### src/rtl/uart_rx.sv
// uart_rx: 8N1 serial receiver with 16x oversampling, 3-sample majority voting and a ready/ack handshake
// Ports: clk (rising edge), reset (async, active-low), rx (serial in, idle high, async to clk),
//        rx_ack (clears rx_data_rdy), data_out (last good byte), rx_data_rdy (unread byte level),
//        frame_err / overrun_err (1-clk pulses), busy (receiver not idle)
module uart_rx #(
    parameter int CLK_FREQ = 50000000,
    parameter int BAUD     = 9600,
    parameter int TICK_DIV = CLK_FREQ / (BAUD * 16)
) (
    input  logic       clk,
    input  logic       reset,
    input  logic       rx,
    input  logic       rx_ack,
    output logic [7:0] data_out,
    output logic       rx_data_rdy,
    output logic       frame_err,
    output logic       overrun_err,
    output logic       busy
);
    localparam int DW = (TICK_DIV > 1) ? $clog2(TICK_DIV) : 1;

    typedef enum logic [1:0] {IDLE, START, DATA, STOP} state_t;

    state_t          state_q, state_d;
    logic            sync_q, sync_d, rx_s_q, rx_s_d;
    logic [DW-1:0]   div_q, div_d;
    logic [3:0]      tick_cnt_q, tick_cnt_d;
    logic [2:0]      bit_idx_q, bit_idx_d;
    logic [1:0]      samp_q, samp_d;
    logic [7:0]      shift_q, shift_d, data_q, data_d;
    logic            armed_q, armed_d, rdy_q, rdy_d, ferr_q, ferr_d, oerr_q, oerr_d, busy_q, busy_d;
    logic            tick, maj, at9, at15;

    always_comb begin
        sync_d     = rx;
        rx_s_d     = sync_q;
        tick       = (div_q == DW'(TICK_DIV - 1));
        div_d      = tick ? '0 : div_q + 1'b1;
        // samples from ticks 7 and 8 are stored; the tick-9 sample is the live rx_s
        maj        = (samp_q[1] & samp_q[0]) | (rx_s_q & (samp_q[1] | samp_q[0]));
        at9        = tick && (tick_cnt_q == 4'd9);
        at15       = tick && (tick_cnt_q == 4'd15);
        state_d    = state_q;
        armed_d    = armed_q;
        tick_cnt_d = tick_cnt_q;
        bit_idx_d  = bit_idx_q;
        samp_d     = samp_q;
        shift_d    = shift_q;
        data_d     = data_q;
        rdy_d      = rdy_q & ~rx_ack;
        ferr_d     = 1'b0;
        oerr_d     = 1'b0;
        if (state_q != IDLE && tick) begin
            tick_cnt_d = tick_cnt_q + 4'd1;
            if (tick_cnt_q == 4'd7) samp_d[0] = rx_s_q;
            if (tick_cnt_q == 4'd8) samp_d[1] = rx_s_q;
        end
        case (state_q)
            IDLE: begin
                armed_d = armed_q | rx_s_q;
                if (armed_q && !rx_s_q) begin
                    // the detection cycle is oversample position 0 of start-bit tick 0,
                    // so first-low to data_out is exactly 16*9+10 clk at TICK_DIV=1
                    state_d    = START;
                    div_d      = (TICK_DIV == 1) ? '0 : DW'(1);
                    tick_cnt_d = (TICK_DIV == 1) ? 4'd1 : 4'd0;
                    bit_idx_d  = 3'd0;
                end
            end
            START: begin
                if (at9 && maj) state_d = IDLE;
                else if (at15) state_d = DATA;
            end
            DATA: begin
                if (at9) shift_d = {maj, shift_q[7:1]};
                if (at15) begin
                    bit_idx_d = bit_idx_q + 3'd1;
                    if (bit_idx_q == 3'd7) state_d = STOP;
                end
            end
            STOP: begin
                // decide mid stop bit so a back-to-back start edge is not missed;
                // a bad stop disarms so a held-low break cannot retrigger
                if (at9) begin
                    state_d = IDLE;
                    armed_d = maj;
                    if (maj) begin
                        data_d = shift_q;
                        oerr_d = rdy_q & ~rx_ack;
                        rdy_d  = 1'b1;
                    end else begin
                        ferr_d = 1'b1;
                    end
                end
            end
            default: state_d = IDLE;
        endcase
        busy_d = (state_d != IDLE);
    end

    always_ff @(posedge clk or negedge reset) begin
        if (!reset) begin
            state_q    <= IDLE;
            sync_q     <= 1'b1;
            rx_s_q     <= 1'b1;
            div_q      <= '0;
            tick_cnt_q <= 4'd0;
            bit_idx_q  <= 3'd0;
            samp_q     <= 2'd0;
            shift_q    <= 8'd0;
            data_q     <= 8'd0;
            armed_q    <= 1'b0;
            rdy_q      <= 1'b0;
            ferr_q     <= 1'b0;
            oerr_q     <= 1'b0;
            busy_q     <= 1'b0;
        end else begin
            state_q    <= state_d;
            sync_q     <= sync_d;
            rx_s_q     <= rx_s_d;
            div_q      <= div_d;
            tick_cnt_q <= tick_cnt_d;
            bit_idx_q  <= bit_idx_d;
            samp_q     <= samp_d;
            shift_q    <= shift_d;
            data_q     <= data_d;
            armed_q    <= armed_d;
            rdy_q      <= rdy_d;
            ferr_q     <= ferr_d;
            oerr_q     <= oerr_d;
            busy_q     <= busy_d;
        end
    end

    assign data_out    = data_q;
    assign rx_data_rdy = rdy_q;
    assign frame_err   = ferr_q;
    assign overrun_err = oerr_q;
    assign busy        = busy_q;
endmodule

### config.mk
export PLATFORM = sky130hd
export DESIGN_NAME = uart_rx
export DESIGN_NICKNAME = d
export VERILOG_FILES = /design/src/rtl/uart_rx.sv
export SDC_FILE = /design/constraint.sdc
export NUM_CORES = 1
export LEC_CHECK = 0
export CAP_MARGIN = 30
export CELL_PAD_IN_SITES_DETAIL_PLACEMENT = 0
export CELL_PAD_IN_SITES_GLOBAL_PLACEMENT = 1
export CORE_AREA = 2 2 65 79
export CTS_BUF_LIST = sky130_fd_sc_hd__clkbuf_4
export CTS_CLUSTER_DIAMETER = 30
export CTS_CLUSTER_SIZE = 8
export DETAILED_ROUTE_END_ITERATION = 16
export DIE_AREA = 0 0 67 81
export PLACE_DENSITY_LB_ADDON = 0.1
export SKIP_CTS_REPAIR_TIMING = 1
export SYNTH_ARGS = -nofsm -noshare
export SYNTH_HDL_FRONTEND = slang
export SYNTH_SLANG_ARGS = --single-unit
export TNS_END_PERCENT = 1
### constraint.sdc
create_clock -name clk -period 1.7 [get_ports clk]
set_clock_uncertainty 0.15 [all_clocks]
set_input_delay 0.17 -clock clk [delete_from_list [all_inputs] [get_ports clk]]
set_output_delay 0.17 -clock clk [all_outputs]
set_load 0.05 [all_outputs]
==> results.txt <==
The number of global-route vias before repair was 1427. The post-route minimum period came out at 1.84 ns. For this run, the number of Yosys warnings is 0.

The compound-gate portion of the synthesized area is 4.27%. The number of synthesized register bits came out at 43. The overall global routing resource usage is 15.5%. The startpoint identified for the worst register-to-register timing path is div_q[0]$_DFF_PN0_. The worst endpoint data arrival time is 1.94 ns.

The run finished, with violations left. In the routed layout, each cell is associated on average with a via count of 4.97. The worst setup path is captured at a flop. The main flop type after synthesis is sky130_fd_sc_hd__dfrtp_1. In this run, placement finished with an instance count of 263. The cell type with the largest total area after synthesis is sky130_fd_sc_hd__dfrtp_1. The xor-xnor portion of the synthesized cell area is 3.96%. In this run the core area contains 28 standard-cell rows. The critical path is of the reg2reg type. The count of final max-slew check failures is 0. The leftover overflow at the end of global routing is 0. The floorplan die width came out at 67 um. By area the synthesized netlist is led by sky130_fd_sc_hd__dfrtp_1, sky130_fd_sc_hd__mux2_4, sky130_fd_sc_hd__mux2_1. The worst-case vdd ir drop came out at 0.468 mV. The placer congestion estimate is 0.761. The worst register-to-register path ends at data_out[7]$_DFFE_PN0P_. The H-tree depth reported by CTS came out at 2. For this configuration, the core starts out at a cell density of 41.8%. The relative slew slack is 63.4%. In the synthesized netlist, the cells that appear most often are sky130_fd_sc_hd__dfrtp_1, sky130_fd_sc_hd__nor2_1, sky130_fd_sc_hd__mux2_1, sky130_fd_sc_hd__nand3_1, sky130_fd_sc_hd__inv_1. On the final layout, the worst hold slack is 0.0561 ns. The most numerous cell in the Yosys netlist is sky130_fd_sc_hd__dfrtp_1. The register area share after synthesis came out at 54.2%.

The total power draw is 2.14 mW. The synthesized instance count came out at 164. In this run the worst setup path terminates at data_out[7]$_DFFE_PN0P_.

The via count is 1361. The floorplan die height is 81 um. The synthesized net count is 175. The post-synthesis share of cell area spent on and, or, nand and nor gates is 18.3%.

The number of library cell types mapped by synthesis came out at 43. The initial antenna violation count is 0. Entering global routing, the biggest net connects 44 pins.

The largest driver fanout on the critical path came out at 9. The fraction of final layout cells sized beyond drive strength 1 is 33.2%. The sort of element at the start of the critical path is a flop.

The routed wirelength normalized by instance count came out at 13.4 um. The non-filler instance count after layout is 274. CTS placed an instance of sky130_fd_sc_hd__clkbuf_4 at the clock tree root. At the worst endpoint, the required time is 1.80 ns. The slack of the worst reg-to-reg path is -0.14 ns.

By area, the combinational part of the netlist is dominated by simple AND/OR/NAND/NOR gates. The number of I/O port buffers is 15. The remaining design rule violation count came out at 0.

The number of design-rule violations left by the first detailed-router iteration is 53. The checks that failed: negative setup slack. The I/O pin count is 16. The number of cell instances on the worst register-to-register path came out at 6. Traced cell by cell, the critical path runs through inv_1, ha_1, and4bb_2, and4_4, nand2_8, mux2_4. The fraction of synthesized cell area taken by the top area cell type is 51.5%. TritonCTS built the clock tree. The routed design has 3.68 mm of wire.

The share of flip-flops with an asynchronous set or reset came out at 100%. Among all stages on the critical path, the largest delay is contributed by sky130_fd_sc_hd__dfrtp_1. The reported max-cap violation count came out at 0. After layout, the worst setup slack is -0.143 ns. The worst stage delay on the critical path came out at 0.40 ns. The average footprint of a synthesized cell is 12.1 um2. Setup repair after global routing could not meet its margin everywhere.

The total core area came out at 4760 um2. The ratio of final minimum period to clock period came out at 108%. The slew at the pin closest to its max-slew limit came out at 0.549 ns. The multiplexer area fraction after synthesis came out at 12.2%. The area growth from synthesis to layout is 24.8%. Dividing total power by cell area gives a power density of 860 nW/um2. The number of filler instances in the final layout came out at 459. The clock reaches the later pin of the worst-skew pair after 0.36 ns. The leakage component of the power is 1.20 nW.

The number of clock sinks seen by CTS is 43. The netlist area before placement is 1990 um2. The fmax came out at 0.543 GHz. Once detailed placement completed, the half-perimeter wirelength came to 2.75 mm.

The number of enable-type register cells in the synthesized netlist is 0. The net count of the finished layout is 224. The clock slew seen by the registers of the worst setup and hold paths is 0.13 ns. In this run the deepest clock path goes through 2 buffers. The antenna diode instance count came out at 0.

The count of nets left with antenna violations once routing finished came out at 0. Of the total synthesized cell area, the portion taken by full adders, half adders and majority gates is 4.97%. The class of the tightest hold or removal check is in2reg. The total count of hold-check failures in the final report was 0.

Setup violations remaining at the end of the flow were counted as 20. The area of the die is 5430 um2. The number of CTS-inserted buffers came out at 5. Before antenna repair, the detailed router went through 4 iterations. The first-pass GRT wire length came out at 6.43 mm.

The critical path starts at div_q[0]$_DFF_PN0_.
cell families after synthesis:
| group | after synthesis |
|---|---|
| AO/OA/AOI/OAI | 13 |
| XOR/XNOR | 9 |
| adder cells (fa/ha/maj) | 8 |
| buffers and inverters | 11 |
| flip-flops | 43 |
| multiplexers | 19 |
| AND/OR/NAND/NOR | 61 |
critical path, delay by kind of cell (launching register included):
kind / cells / cell delay, ns
AND/OR/NAND/NOR: 3 / 0.69
flip-flops: 1 / 0.40
buffers and inverters: 1 / 0.06
multiplexers: 1 / 0.30
adder cells (fa/ha/maj): 1 / 0.15
per-stage QoR:
step | worst slack [ns] | instance area [um2] | util [%] | TNS, ns
floorplan | -0.0911 | 2000 | - | -0.990
global placement | -0.0935 | 2380 | 50.0 | -1.01
detailed placement | -0.138 | 2380 | 50.0 | -1.75
CTS | -0.157 | 2440 | 51.3 | -2.11
global route | -0.237 | 2480 | 52.2 | -4.18
finish | -0.143 | 2480 | 52.2 | -1.50
worst min path at each step:
stage          start                     end  depth (start not counted)
6_report          rx        rx_s_d$_DFF_PN1_                          1
5_1_grt           rx        rx_s_d$_DFF_PN1_                          1
4_1_cts        reset  shift_q[5]$_DFFE_PN0P_                          2
3_5_place_dp   reset   rx_data_rdy$_DFF_PN0_                          2
3_3_place_gp   reset   overrun_err$_DFF_PN0_                          2
2_1_floorplan  reset     armed_q$_DFFE_PN0P_                          0
sequential cells by signal, summed over array words and instances, names as in the netlist:
register / flops
div_q: 9
rx_s_d: 1
rx_s_q: 1
rx_data_rdy: 1
frame_err: 1
tick_cnt_q: 4
state_q: 2
busy: 1
data_out: 8
samp_q: 2
shift_q: 8
bit_idx_q: 3
armed_q: 1
overrun_err: 1
layer usage:
metal  share of wire, %  track usage, %
met5                  0               0
met4                1.4            4.90
met3                2.7            3.74
met2                 49            26.1
met1                 47            19.6
cell usage in the layout (no fill, tap or decap), types with 2 or more instances in the layout:
| cell | synthesis | final |
|---|---|---|
| sky130_fd_sc_hd__mux2_4 | 8 | 8 |
| sky130_fd_sc_hd__nand2_1 | 7 | 7 |
| sky130_fd_sc_hd__dfrtp_1 | 41 | 41 |
| sky130_fd_sc_hd__ha_1 | 7 | 7 |
| sky130_fd_sc_hd__nor3_1 | 3 | 2 |
| sky130_fd_sc_hd__nand3b_1 | 2 | 2 |
| sky130_fd_sc_hd__o21ai_1 | 1 | 2 |
| sky130_fd_sc_hd__o21ai_0 | 4 | 3 |
| sky130_fd_sc_hd__nand4bb_1 | 2 | 2 |
| sky130_fd_sc_hd__clkbuf_4 | 0 | 5 |
| sky130_fd_sc_hd__nand3_1 | 10 | 9 |
| sky130_fd_sc_hd__nand4_1 | 2 | 2 |
| sky130_fd_sc_hd__and4bb_2 | 2 | 2 |
| sky130_fd_sc_hd__nor2_2 | 1 | 2 |
| sky130_fd_sc_hd__clkinvlp_4 | 0 | 2 |
| sky130_fd_sc_hd__xnor2_1 | 6 | 6 |
| sky130_fd_sc_hd__inv_1 | 9 | 9 |
| sky130_fd_sc_hd__mux2_1 | 10 | 10 |
| sky130_fd_sc_hd__clkdlybuf4s50_1 | 0 | 2 |
| sky130_fd_sc_hd__dfstp_2 | 2 | 2 |
| sky130_fd_sc_hd__buf_4 | 0 | 40 |
| sky130_fd_sc_hd__xor2_1 | 3 | 3 |
| sky130_fd_sc_hd__o211ai_1 | 2 | 2 |
| sky130_fd_sc_hd__and3_1 | 2 | 2 |
| sky130_fd_sc_hd__nor2_1 | 18 | 17 |
power by group:
part           internal, mW  switching, mW
Combinational         0.236          0.207
Clock                 0.166          0.360
Sequential             1.11         0.0578
final cells by class:
cell class              count  area [um2]  share of cell area, %
multi-input cells         110         901                   36.3
clock buffers               5        37.5                   1.51
flip-flops and latches     43        1080                   43.4
inverters                   9        33.8                   1.36
clock inverters             3        23.8                  0.957
repair buffers             44         335                   13.5
well taps                  60        75.1                   3.02
Note: power is estimated with default switching activity, not from simulation.
